$ cat config.mk
export PLATFORM = sky130hd
export DESIGN_NAME = dma_burst_engine_flat
export DESIGN_NICKNAME = d
export VERILOG_FILES = /design/src/rtl/dma_axi_if.sv /design/src/rtl/dma_burst_engine.sv /design/src/flat_wrapper.sv
export SDC_FILE = /design/constraint.sdc
export NUM_CORES = 2
export LEC_CHECK = 0
export ABC_AREA = 1
export CORE_ASPECT_RATIO = 2
export CORE_UTILIZATION = 59
export DETAILED_ROUTE_END_ITERATION = 8
export PLACE_DENSITY = 0.81
export SETUP_SLACK_MARGIN = 0.3
export SLEW_MARGIN = 5
export SYNTH_ARGS = -nofsm -noshare
export SYNTH_HDL_FRONTEND = slang
export SYNTH_SLANG_ARGS = --single-unit
export TNS_END_PERCENT = 1
$ cat constraint.sdc
create_clock -name clk -period 28.7 [get_ports clk]
set_input_delay 4.305 -clock clk [delete_from_list [all_inputs] [get_ports clk]]
set_output_delay 4.305 -clock clk [all_outputs]
set_load 0.03 [all_outputs]
$ cat src/rtl/dma_axi_if.sv
// AXI4 master-side bus bundle for the DMA burst engine: AW/W/B/AR/R channels.
interface dma_axi_if #(
  parameter int ADDR_W = 32,
  parameter int DATA_W = 32,
  parameter int ID_W   = 4
);
  logic [ID_W-1:0]     M_AWID;
  logic [ADDR_W-1:0]   M_AWAddr;
  logic [3:0]          M_AWLen;
  logic [2:0]          M_AWSize;
  logic [1:0]          M_AWBurst;
  logic                M_AWValid, M_AWReady;
  logic [DATA_W-1:0]   M_WData;
  logic [DATA_W/8-1:0] M_WStrb;
  logic                M_WLast, M_WValid, M_WReady;
  logic [ID_W-1:0]     M_BID;
  logic [1:0]          M_BResp;
  logic                M_BValid, M_BReady;
  logic [ID_W-1:0]     M_ARID;
  logic [ADDR_W-1:0]   M_ARAddr;
  logic [3:0]          M_ARLen;
  logic [2:0]          M_ARSize;
  logic [1:0]          M_ARBurst;
  logic                M_ARValid, M_ARReady;
  logic [ID_W-1:0]     M_RID;
  logic [DATA_W-1:0]   M_RData;
  logic [1:0]          M_RResp;
  logic                M_RLast, M_RValid, M_RReady;

  modport master (
    output M_AWID, M_AWAddr, M_AWLen, M_AWSize, M_AWBurst, M_AWValid, input M_AWReady,
    output M_WData, M_WStrb, M_WLast, M_WValid, input M_WReady,
    input M_BID, M_BResp, M_BValid, output M_BReady,
    output M_ARID, M_ARAddr, M_ARLen, M_ARSize, M_ARBurst, M_ARValid, input M_ARReady,
    input M_RID, M_RData, M_RResp, M_RLast, M_RValid, output M_RReady
  );

  modport slave (
    input M_AWID, M_AWAddr, M_AWLen, M_AWSize, M_AWBurst, M_AWValid, output M_AWReady,
    input M_WData, M_WStrb, M_WLast, M_WValid, output M_WReady,
    output M_BID, M_BResp, M_BValid, input M_BReady,
    input M_ARID, M_ARAddr, M_ARLen, M_ARSize, M_ARBurst, M_ARValid, output M_ARReady,
    output M_RID, M_RData, M_RResp, M_RLast, M_RValid, input M_RReady
  );
endinterface

$ cat src/rtl/dma_burst_engine.sv
// Memory-to-memory DMA: copies DMALEN words as read-then-write INCR bursts of up to MAX_BURST beats.
// Optional macro DMA_ERR_ABORT_EN adds DMA_error and aborts on non-OKAY R/B responses.
module dma_burst_engine #(
  parameter int ADDR_W    = 32,
  parameter int DATA_W    = 32,
  parameter int ID_W      = 4,
  parameter int LEN_W     = 32,
  parameter int MAX_BURST = 16
) (
  input  logic              clk,
  input  logic              rst,
  input  logic              DMAEN,
  input  logic [ADDR_W-1:0] DMASRC,
  input  logic [ADDR_W-1:0] DMADST,
  input  logic [LEN_W-1:0]  DMALEN,
  input  logic              DMA_INTCLR,
  output logic              DMA_interrupt,
  output logic              DMA_busy,
`ifdef DMA_ERR_ABORT_EN
  output logic              DMA_error,
`endif
  dma_axi_if.master         m
);
  localparam int BW = $clog2(DATA_W/8);
  localparam int IW = $clog2(MAX_BURST);
  localparam int CW = IW + 1;

  localparam logic [2:0] IDLE = 3'd0, LOAD = 3'd1, RADDR = 3'd2, RDATA = 3'd3,
                         WADDR = 3'd4, WDATA = 3'd5, WRESP = 3'd6, DONE = 3'd7;

  logic [2:0]        state;
  logic              en_q, intr;
  logic [ADDR_W-1:0] src, dst;
  logic [LEN_W-1:0]  remain;
  logic [CW-1:0]     blen, rcnt, wcnt;
  logic [IW-1:0]     wnext;
  logic [DATA_W-1:0] buf_q [MAX_BURST];
  logic [DATA_W-1:0] wdata;
  logic              last_burst, wlast, rd_abort, wr_abort, enter_done;

  function automatic logic [CW-1:0] clip(input logic [LEN_W-1:0] n);
    return (n >= LEN_W'(MAX_BURST)) ? CW'(MAX_BURST) : CW'(n);
  endfunction

  assign wnext      = wcnt[IW-1:0] + 1'b1;
  assign wlast      = (state == WDATA) && (wcnt == blen - 1'b1);
  assign last_burst = (remain == LEN_W'(blen));

`ifdef DMA_ERR_ABORT_EN
  logic err;
  assign rd_abort  = err || (m.M_RResp != 2'b00);
  assign wr_abort  = (m.M_BResp != 2'b00);
  assign DMA_error = err;

  always_ff @(posedge clk or posedge rst) begin
    if (rst) err <= 1'b0;
    else if (state == IDLE && DMAEN && !en_q) err <= 1'b0;
    else if ((state == RDATA && m.M_RValid && m.M_RResp != 2'b00) ||
             (state == WRESP && m.M_BValid && m.M_BResp != 2'b00)) err <= 1'b1;
    else if (DMA_INTCLR) err <= 1'b0;
  end
`else
  assign rd_abort = 1'b0;
  assign wr_abort = 1'b0;
`endif

  // Response IDs are never checked; responses matter only with the abort option.
  logic unused_in;
  assign unused_in = ^{m.M_BID, m.M_RID, m.M_BResp, m.M_RResp};

  assign enter_done = (state == LOAD && DMALEN == '0) ||
                      (state == RDATA && m.M_RValid && m.M_RLast && rd_abort) ||
                      (state == WRESP && m.M_BValid && (last_burst || wr_abort));

  always_ff @(posedge clk or posedge rst) begin
    if (rst) begin
      state  <= IDLE;
      en_q   <= 1'b0;
      intr   <= 1'b0;
      src    <= '0;
      dst    <= '0;
      remain <= '0;
      blen   <= '0;
      rcnt   <= '0;
      wcnt   <= '0;
      wdata  <= '0;
      for (int i = 0; i < MAX_BURST; i++) buf_q[i] <= '0;
    end else begin
      en_q <= DMAEN;
      if (enter_done)      intr <= 1'b1;
      else if (DMA_INTCLR) intr <= 1'b0;
      case (state)
        IDLE:  if (DMAEN && !en_q) state <= LOAD;
        LOAD: begin
          src    <= DMASRC;
          dst    <= DMADST;
          remain <= DMALEN;
          blen   <= clip(DMALEN);
          rcnt   <= '0;
          wcnt   <= '0;
          state  <= enter_done ? DONE : RADDR;
        end
        RADDR: if (m.M_ARReady) state <= RDATA;
        RDATA: if (m.M_RValid) begin
          // Excess beats from a misbehaving slave are dropped instead of wrapping the buffer.
          if (rcnt < CW'(MAX_BURST)) buf_q[rcnt[IW-1:0]] <= m.M_RData;
          rcnt <= rcnt + 1'b1;
          if (m.M_RLast) begin
            rcnt  <= '0;
            state <= enter_done ? DONE : WADDR;
          end
        end
        WADDR: if (m.M_AWReady) begin
          wdata <= buf_q[0];
          state <= WDATA;
        end
        WDATA: if (m.M_WReady) begin
          wcnt  <= wcnt + 1'b1;
          wdata <= buf_q[wnext];
          if (wlast) begin
            wcnt  <= '0;
            state <= WRESP;
          end
        end
        WRESP: if (m.M_BValid) begin
          src    <= src + (ADDR_W'(blen) << BW);
          dst    <= dst + (ADDR_W'(blen) << BW);
          remain <= remain - LEN_W'(blen);
          blen   <= clip(remain - LEN_W'(blen));
          state  <= enter_done ? DONE : RADDR;
        end
        DONE:    state <= IDLE;
        default: state <= IDLE;
      endcase
    end
  end

  assign DMA_interrupt = intr;
  assign DMA_busy      = (state != IDLE) && (state != DONE);

  assign m.M_ARID    = '0;
  assign m.M_ARAddr  = src;
  assign m.M_ARLen   = 4'(blen - 1'b1);
  assign m.M_ARSize  = 3'(BW);
  assign m.M_ARBurst = 2'b01;
  assign m.M_ARValid = (state == RADDR);
  assign m.M_RReady  = (state == RDATA);

  assign m.M_AWID    = '0;
  assign m.M_AWAddr  = dst;
  assign m.M_AWLen   = 4'(blen - 1'b1);
  assign m.M_AWSize  = 3'(BW);
  assign m.M_AWBurst = 2'b01;
  assign m.M_AWValid = (state == WADDR);

  assign m.M_WData   = wdata;
  assign m.M_WStrb   = '1;
  assign m.M_WLast   = wlast;
  assign m.M_WValid  = (state == WDATA);
  assign m.M_BReady  = (state == WRESP);
endmodule

$ cat src/flat_wrapper.sv
// flat-port wrapper written by rule: the top's interface ports become plain ports
module dma_burst_engine_flat 
#(
  parameter int ADDR_W    = 32,
  parameter int DATA_W    = 32,
  parameter int ID_W      = 4,
  parameter int LEN_W     = 32,
  parameter int MAX_BURST = 16
)
  (clk, rst, DMAEN, DMASRC, DMADST, DMALEN, DMA_INTCLR, DMA_interrupt, DMA_busy, m_M_AWID, m_M_AWAddr, m_M_AWLen, m_M_AWSize, m_M_AWBurst, m_M_AWValid, m_M_AWReady, m_M_WData, m_M_WStrb, m_M_WLast, m_M_WValid, m_M_WReady, m_M_BID, m_M_BResp, m_M_BValid, m_M_BReady, m_M_ARID, m_M_ARAddr, m_M_ARLen, m_M_ARSize, m_M_ARBurst, m_M_ARValid, m_M_ARReady, m_M_RID, m_M_RData, m_M_RResp, m_M_RLast, m_M_RValid, m_M_RReady);
  dma_axi_if #(.ADDR_W(ADDR_W), .DATA_W(DATA_W), .ID_W(ID_W)) m_i ();
  input  logic clk;
  input  logic rst;
  input  logic DMAEN;
  input  logic [ADDR_W-1:0] DMASRC;
  input  logic [ADDR_W-1:0] DMADST;
  input  logic [LEN_W-1:0] DMALEN;
  input  logic DMA_INTCLR;
  output logic DMA_interrupt;
  output logic DMA_busy;
  output wire logic [$bits(m_i.M_AWID)-1:0] m_M_AWID;
  output wire logic [$bits(m_i.M_AWAddr)-1:0] m_M_AWAddr;
  output wire logic [$bits(m_i.M_AWLen)-1:0] m_M_AWLen;
  output wire logic [$bits(m_i.M_AWSize)-1:0] m_M_AWSize;
  output wire logic [$bits(m_i.M_AWBurst)-1:0] m_M_AWBurst;
  output wire logic [$bits(m_i.M_AWValid)-1:0] m_M_AWValid;
  input wire logic [$bits(m_i.M_AWReady)-1:0] m_M_AWReady;
  output wire logic [$bits(m_i.M_WData)-1:0] m_M_WData;
  output wire logic [$bits(m_i.M_WStrb)-1:0] m_M_WStrb;
  output wire logic [$bits(m_i.M_WLast)-1:0] m_M_WLast;
  output wire logic [$bits(m_i.M_WValid)-1:0] m_M_WValid;
  input wire logic [$bits(m_i.M_WReady)-1:0] m_M_WReady;
  input wire logic [$bits(m_i.M_BID)-1:0] m_M_BID;
  input wire logic [$bits(m_i.M_BResp)-1:0] m_M_BResp;
  input wire logic [$bits(m_i.M_BValid)-1:0] m_M_BValid;
  output wire logic [$bits(m_i.M_BReady)-1:0] m_M_BReady;
  output wire logic [$bits(m_i.M_ARID)-1:0] m_M_ARID;
  output wire logic [$bits(m_i.M_ARAddr)-1:0] m_M_ARAddr;
  output wire logic [$bits(m_i.M_ARLen)-1:0] m_M_ARLen;
  output wire logic [$bits(m_i.M_ARSize)-1:0] m_M_ARSize;
  output wire logic [$bits(m_i.M_ARBurst)-1:0] m_M_ARBurst;
  output wire logic [$bits(m_i.M_ARValid)-1:0] m_M_ARValid;
  input wire logic [$bits(m_i.M_ARReady)-1:0] m_M_ARReady;
  input wire logic [$bits(m_i.M_RID)-1:0] m_M_RID;
  input wire logic [$bits(m_i.M_RData)-1:0] m_M_RData;
  input wire logic [$bits(m_i.M_RResp)-1:0] m_M_RResp;
  input wire logic [$bits(m_i.M_RLast)-1:0] m_M_RLast;
  input wire logic [$bits(m_i.M_RValid)-1:0] m_M_RValid;
  output wire logic [$bits(m_i.M_RReady)-1:0] m_M_RReady;
  assign m_M_AWID = m_i.M_AWID;
  assign m_M_AWAddr = m_i.M_AWAddr;
  assign m_M_AWLen = m_i.M_AWLen;
  assign m_M_AWSize = m_i.M_AWSize;
  assign m_M_AWBurst = m_i.M_AWBurst;
  assign m_M_AWValid = m_i.M_AWValid;
  assign m_i.M_AWReady = m_M_AWReady;
  assign m_M_WData = m_i.M_WData;
  assign m_M_WStrb = m_i.M_WStrb;
  assign m_M_WLast = m_i.M_WLast;
  assign m_M_WValid = m_i.M_WValid;
  assign m_i.M_WReady = m_M_WReady;
  assign m_i.M_BID = m_M_BID;
  assign m_i.M_BResp = m_M_BResp;
  assign m_i.M_BValid = m_M_BValid;
  assign m_M_BReady = m_i.M_BReady;
  assign m_M_ARID = m_i.M_ARID;
  assign m_M_ARAddr = m_i.M_ARAddr;
  assign m_M_ARLen = m_i.M_ARLen;
  assign m_M_ARSize = m_i.M_ARSize;
  assign m_M_ARBurst = m_i.M_ARBurst;
  assign m_M_ARValid = m_i.M_ARValid;
  assign m_i.M_ARReady = m_M_ARReady;
  assign m_i.M_RID = m_M_RID;
  assign m_i.M_RData = m_M_RData;
  assign m_i.M_RResp = m_M_RResp;
  assign m_i.M_RLast = m_M_RLast;
  assign m_i.M_RValid = m_M_RValid;
  assign m_M_RReady = m_i.M_RReady;
  dma_burst_engine #(.ADDR_W(ADDR_W), .DATA_W(DATA_W), .ID_W(ID_W), .LEN_W(LEN_W), .MAX_BURST(MAX_BURST)) u_core (.clk(clk), .rst(rst), .DMAEN(DMAEN), .DMASRC(DMASRC), .DMADST(DMADST), .DMALEN(DMALEN), .DMA_INTCLR(DMA_INTCLR), .DMA_interrupt(DMA_interrupt), .DMA_busy(DMA_busy), .m(m_i));
endmodule
## After elaboration in Yosys (flattened, before gate mapping)

Cells that the tools add are included.

| operators by class | value |
|---|---|
| equality and inequality tests | 18 |
| magnitude comparators | 6 |
| add/subtract/negate cells | 7 |
| reduce and logical (&&, ||, !) cells | 23 |
| mux-type cells | 38 |
| bitwise gates (word level) | 2 |

Operators with widths:

| kind | count |
|---|---|
| $bwmux W512 | 1 |
| $mux W32 | 8 |
| $pmux W32 S2 | 4 |
| $bmux W32 S4 | 1 |
| $demux W32 S4 | 1 |
| $add A32 B7 Y32 | 2 |
| $ge A32 B5 Y1 const B | 2 |
| $mux W5 | 7 |
| $eq A32 B5 Y1 | 1 |
| $logic_not A32 Y1 | 1 |
| $sub A32 B5 Y32 | 1 |
| $pmux W5 S2 | 3 |
| $mux W3 | 9 |
| $pmux W3 S8 | 1 |
| $eq A3 B3 Y1 const B | 4 |
| $add A5 B1 Y5 const B | 2 |
| $ge A5 B5 Y1 const B | 2 |
| $not A4 Y5 | 2 |
| $reduce_bool A2 Y1 | 5 |
| $ne A2 B1 Y1 const B | 4 |
| $ne A2 B2 Y1 const B | 4 |
| $reduce_and A8 Y1 | 1 |
| $logic_and A1 B1 Y1 | 7 |
| $eq A3 B2 Y1 const B | 2 |
| 15 further kinds | 19 |

| storage, ports and cells | value |
|---|---|
| bits of input ports | 150 |
| word-level logic and storage cells | 120 |
| flip-flop bits (word level) | 660 |
| output and inout bits | 134 |

## Longest topological paths before layout

| depth | value |
|---|---|
| depth in word-level cells | 8 |
| gate-level depth with buffers | 19 |
| gate-level depth less buffers | 19 |

## Worst setup path after synthesis

OpenSTA, ideal clock, no wires.

| timing path | value |
|---|---|
| kind | register -> output |
| start | register u_core.blen[0] |
| end | output port m_M_WLast |
| setup slack | 22.082 ns |
| arrival | 2.313 ns |
| path buffers | 0 |
| required time | 24.395 ns |
| stages on the path, launching flop included | 8 |
| cell sequence | dfrtp_1 inv_1 ha_1 xor2_1 xor2_1 nor3_1 nand3_1 nor2_1 |

| on the way | value |
|---|---|
| cells in the longest elaborated chain, start to end | 3 |

Ends and longest elaborated chain:

| item | line | RTL |
|---|---|---|
| start, declared | dma_burst_engine.sv:35 | `logic [CW-1:0] blen, rcnt, wcnt;` |
| start signal, assigned | dma_burst_engine.sv:98 | `blen <= clip(DMALEN);` |
| start signal, assigned | dma_burst_engine.sv:129 | `blen <= clip(remain - LEN_W'(blen));` |
| $sub A5 B1 Y5 | dma_burst_engine.sv:46 | `assign wlast = (state == WDATA) && (wcnt == blen - 1'b1);` |
| net m_M_ARLen[0] | flat_wrapper.sv:39 | `output wire logic [$bits(m_i.M_ARLen)-1:0] m_M_ARLen;` |
| $eq A5 B5 Y1 | dma_burst_engine.sv:46 |  |
| $logic_and A1 B1 Y1 | dma_burst_engine.sv:46 |  |
| end, declared | flat_wrapper.sv:30 | `output wire logic [$bits(m_i.M_WLast)-1:0] m_M_WLast;` |

The timed path passes the listed nets, and every way through them passes these cells.

## Worst setup path after layout

| timing path | value |
|---|---|
| start | register u_core.state[2] |
| end | output port m_M_WValid |

| on the way | value |
|---|---|
| cells in the longest elaborated chain, start to end | 1 |

Ends and longest elaborated chain:

| item | line | RTL |
|---|---|---|
| start, declared | dma_burst_engine.sv:31 | `logic [2:0] state;` |
| start signal, assigned | dma_burst_engine.sv:101 | `state <= enter_done ? DONE : RADDR;` |
| start signal, assigned | dma_burst_engine.sv:110 | `state <= enter_done ? DONE : WADDR;` |
| start signal, assigned | dma_burst_engine.sv:130 | `state <= enter_done ? DONE : RADDR;` |
| $eq A3 B3 Y1 | dma_burst_engine.sv:159 | `assign m.M_WValid = (state == WDATA);` |
| end, declared | flat_wrapper.sv:31 | `output wire logic [$bits(m_i.M_WValid)-1:0] m_M_WValid;` |

No other way between the ends.

==> impl_results.md <==
- Outcome: complete, no violations
- Sink Count: 660
- Category of the critical setup timing path: reg -> out
- Area share of the largest cell type after synthesis: 0.500
- Wire length of the first global-routing pass: 156,000 µm
- Via count of the first global-routing pass: 29,300
- Post-Synthesis Cell Area: 0.0330 mm²
- Worst min-delay path endpoint: u_core.m.M_AWAddr[1]
- Post-DR vias/cell: 6.12
- Switching power total: 0.00141 W
- Number of library cell types mapped by synthesis: 46
- Critical-path maximum fanout: 37
- Class of the tightest hold or removal check: reg -> reg
- Max Cap Viol: 0
- Category of the worst setup path capture point: output port
- Highest attainable clock frequency: 123 MHz
- # IOs: 284
- Synthesized area divided by synthesized cell count: 7.97 µm²
- Die Outline Area: 0.0570 mm²
- Slowest stage delay, CP: 0.90 ns
- Most used standard cell by instance count after synthesis: nand2_1
- 1st-pass router iterations: 8
- Headroom to the max-slew limit: 0.250
- Antenna violations before repair: 1
- HPWL after detailed placement: 58,800 µm
- Actual transition at the worst max-transition pin: 1.12 ns
- Sequential Power Share: 0.356
- First DRT Iteration DRCs: 3,296
- Register bit total from synthesis: 660
- Number of synthesized flops with an enable pin: 0
- Remaining routing DRC violations: 0
- Critical path arrival: 3.81 ns
- Fraction of layout cells with a size suffix above 1: 0.0504
- Worst-Skew Late Latency: 0.65 ns
- Final sum of negative setup slack: 0 ns
- Async SR Flop Fraction: 1.00
- Area share of fa/ha/maj cells after synthesis: 0.00978
- Combined flip-flop and latch cell area: 0.0165 mm²
- Worst setup slack for register-to-register paths: 24.62 ns
- Fraction of power consumed by combinational cells: 0.408
- Synthesized instance count: 4,144
- Dominant combinational cell family by area after synthesis: simple AND/OR/NAND/NOR gates
- Total Wirelength: 99,200 µm
- Final layout net count: 4,359
- Die Height: 337 µm
- Detailed-route wire length per cell: 19.9 µm
- Area share of and/or/nand/nor cells after synthesis: 0.209
- Largest voltage drop on the vdd net: 46.3 µV
- Final Hold Viols: 0
- Yosys synthesis warning count: 0
- Via Count: 30,400
- Number of post-CTS setup repair buffers: 0
- Maximum number of pins on one net before global-route repair: 137
- Data required time of the critical path: 24.40 ns
- CTS tree: built
- RSZ-0062 raised after global routing: false
- Clock tree root buffer cell: clkbuf_16
- Std-Cell Rows: 122
- Reg-to-reg endpoint: u_core.m.M_WData[31]
- Clock-pin slew reported for the worst setup and hold paths after clock tree synthesis: 0.07 ns
- Die boundary width: 169 µm
- Hold path cells: 2
- Global placer's final weighted congestion: 0.967
- Overall power after layout: 0.00340 W
- Max-slew violation count: 0
- Num CTS Buffers: 56
- IO Port Bufs: 249
- Crit-path slowest cell: nor2_4
- Most instantiated cells after synthesis: 945 x nand2_1, 854 x o21ai_0, 660 x dfrtp_1, 424 x nor2_1, 205 x clkbuf_1
- GRT Util Overall: 0.349
- Leakage power figure: 16.4 nW
- Total area of multi-input combinational cells: 0.0145 mm²
- Pwr dens: 91.0 mW/mm²
- Clock Power Share: 0.236
- Final number of setup-violating endpoints: 0
- Sequential area share after synthesis: 0.500
- Pint: 0.00199 W
- Clock skew: 0.0306 ns
- Max Buffers Root-to-Sink: 3
- Worst-path cell chain: inv_1, nor2_4, buf_4, clkdlybuf4s50_1
- Count of cells resized by post-cts repair: 0
- Multiplexer share of the synthesized area: 0
- Xor and xnor fraction of the mapped netlist area: 0.00762
- Switching portion of total power: 0.414
- Portion of the clock cycle consumed by the worst path in the final layout: 0.283
- Count of H-tree levels built during CTS: 2
- DRT antenna net count: 0
- Worst Min Path Start: u_core.m.M_AWAddr[1]
- Final period demand of the worst path: 8.11 ns
- Startpoint of the worst-slack reg-to-reg timing path: u_core.wcnt[0]
- GRT Residual Overflow: 0
- Placeable core region: 0.0553 mm²
- Synth-to-Final Area Change: 13.2%
- Compound-Gate Fraction of Synth Area: 0.208
- Hold-fix buffers, CTS: 0
- Filler cells: 4,648
- Biggest area contributors in the synthesized netlist: dfrtp_1 50%, o21ai_0 13%, nand2_1 11%
- Ys flop type: dfrtp_1
- Depth of the most critical reg-to-reg path: 10
- Largest area contributor in the netlist: dfrtp_1
- Starting Density: 0.597
- Kind of start point of the critical path: flip-flop
final cells by class:
cell class,instances,share of cell area
clock buffers,82,0.0436
inverters,197,0.0201
clock inverters,20,0.00800
multi-input cells,2988,0.388
diodes,1,0.0000669
well taps,744,0.0249
repair buffers,282,0.0736
flip-flops and latches,660,0.442
sequential cells by signal, summed over array words and instances, names as in the netlist:
| name | flops |
|---|---|
| u_core.buf_q | 512 |
| u_core.m.M_ARAddr | 32 |
| u_core.m.M_AWAddr | 32 |
| u_core.m.M_WData | 32 |
| u_core.remain | 32 |
| u_core.blen | 5 |
| u_core.rcnt | 5 |
| u_core.wcnt | 5 |
| u_core.state | 3 |
| u_core.DMA_interrupt | 1 |
| u_core.en_q | 1 |
per-stage QoR:
step	hold WS (ns)	std cells	util	setup WS (ns)	cell area, µm²
after floorplan	0.448	4164	-	5.90	33100
after global placement	0.454	4871	0.642	20.48	35500
after detailed placement	0.463	4871	0.642	20.43	35500
after CTS	0.478	4973	0.677	20.62	37400
after global routing	0.498	4974	0.677	20.52	37400
final	0.473	4974	0.677	20.59	37400
power groups by stage:
stage	clock [W]	combinational, W	sequential, W
floorplan	0	0.000864	0.00130
global placement	0	0.00134	0.00122
detailed placement	0	0.00137	0.00122
CTS	0.000812	0.00137	0.00121
global route	0.000844	0.00152	0.00123
finish	0.000805	0.00139	0.00121
worst max-delay path, delay by kind of cell (launching register included):
| kind | cells | cell delay, ns |
|---|---|---|
| buf+inv | 3 | 1.64 |
| flops | 1 | 0.59 |
| simple gates | 1 | 0.90 |
kinds of logic (layout without fill, tap and decap cells):
kind of cell,after synthesis,count (layout)
AO/OA/AOI/OAI,1270,1270
AND/OR/NAND/NOR,1645,1645
adder cells (fa/ha/maj),24,24
XOR/XNOR,27,27
flip-flops,660,660
other,2,23
buffers and inverters,516,581
placed cells by master (no fill, tap or decap), types with 15 or more instances in the layout:
| cell type | instances |
|---|---|
| nor4_1 | 15 |
| o21ai_0 | 854 |
| conb_1 | 22 |
| nand3_1 | 135 |
| o22ai_1 | 119 |
| o21ai_1 | 62 |
| a21oi_1 | 111 |
| dfrtp_1 | 659 |
| nand2_1 | 944 |
| buf_4 | 32 |
| nor3_1 | 29 |
| a32o_1 | 32 |
| clkdlybuf4s50_1 | 249 |
| o211ai_1 | 53 |
| nor2_2 | 15 |
| nand4_1 | 22 |
| inv_1 | 181 |
| ha_1 | 20 |
| nor2_1 | 423 |
| xor2_1 | 20 |
| clkbuf_16 | 56 |
| a31oi_1 | 28 |
per-layer routing:
metal / vias up / global-route usage / part of all wire
li1: 14000 / - / -
met1: 14600 / 0.428 / 0.37
met2: 1507 / 0.589 / 0.49
met3: 377 / 0.0471 / 0.077
met4: 0 / 0.202 / 0.059
met5: - / 0 / 0
worst max path at each step:
stage | startpoint | to | slack (ns) | depth (start not counted)
floorplan | rst | u_core.DMA_interrupt | 5.90 | 1
global placement | rst | u_core.m.M_WData[1] | 20.48 | 5
detailed placement | rst | u_core.m.M_WData[1] | 20.43 | 5
CTS | u_core.state[2] | m_M_WValid | 20.62 | 4
global route | u_core.state[2] | m_M_WValid | 20.52 | 4
finish | u_core.state[2] | m_M_WValid | 20.59 | 4
No activity file was read; power rests on OpenSTA's default activity.
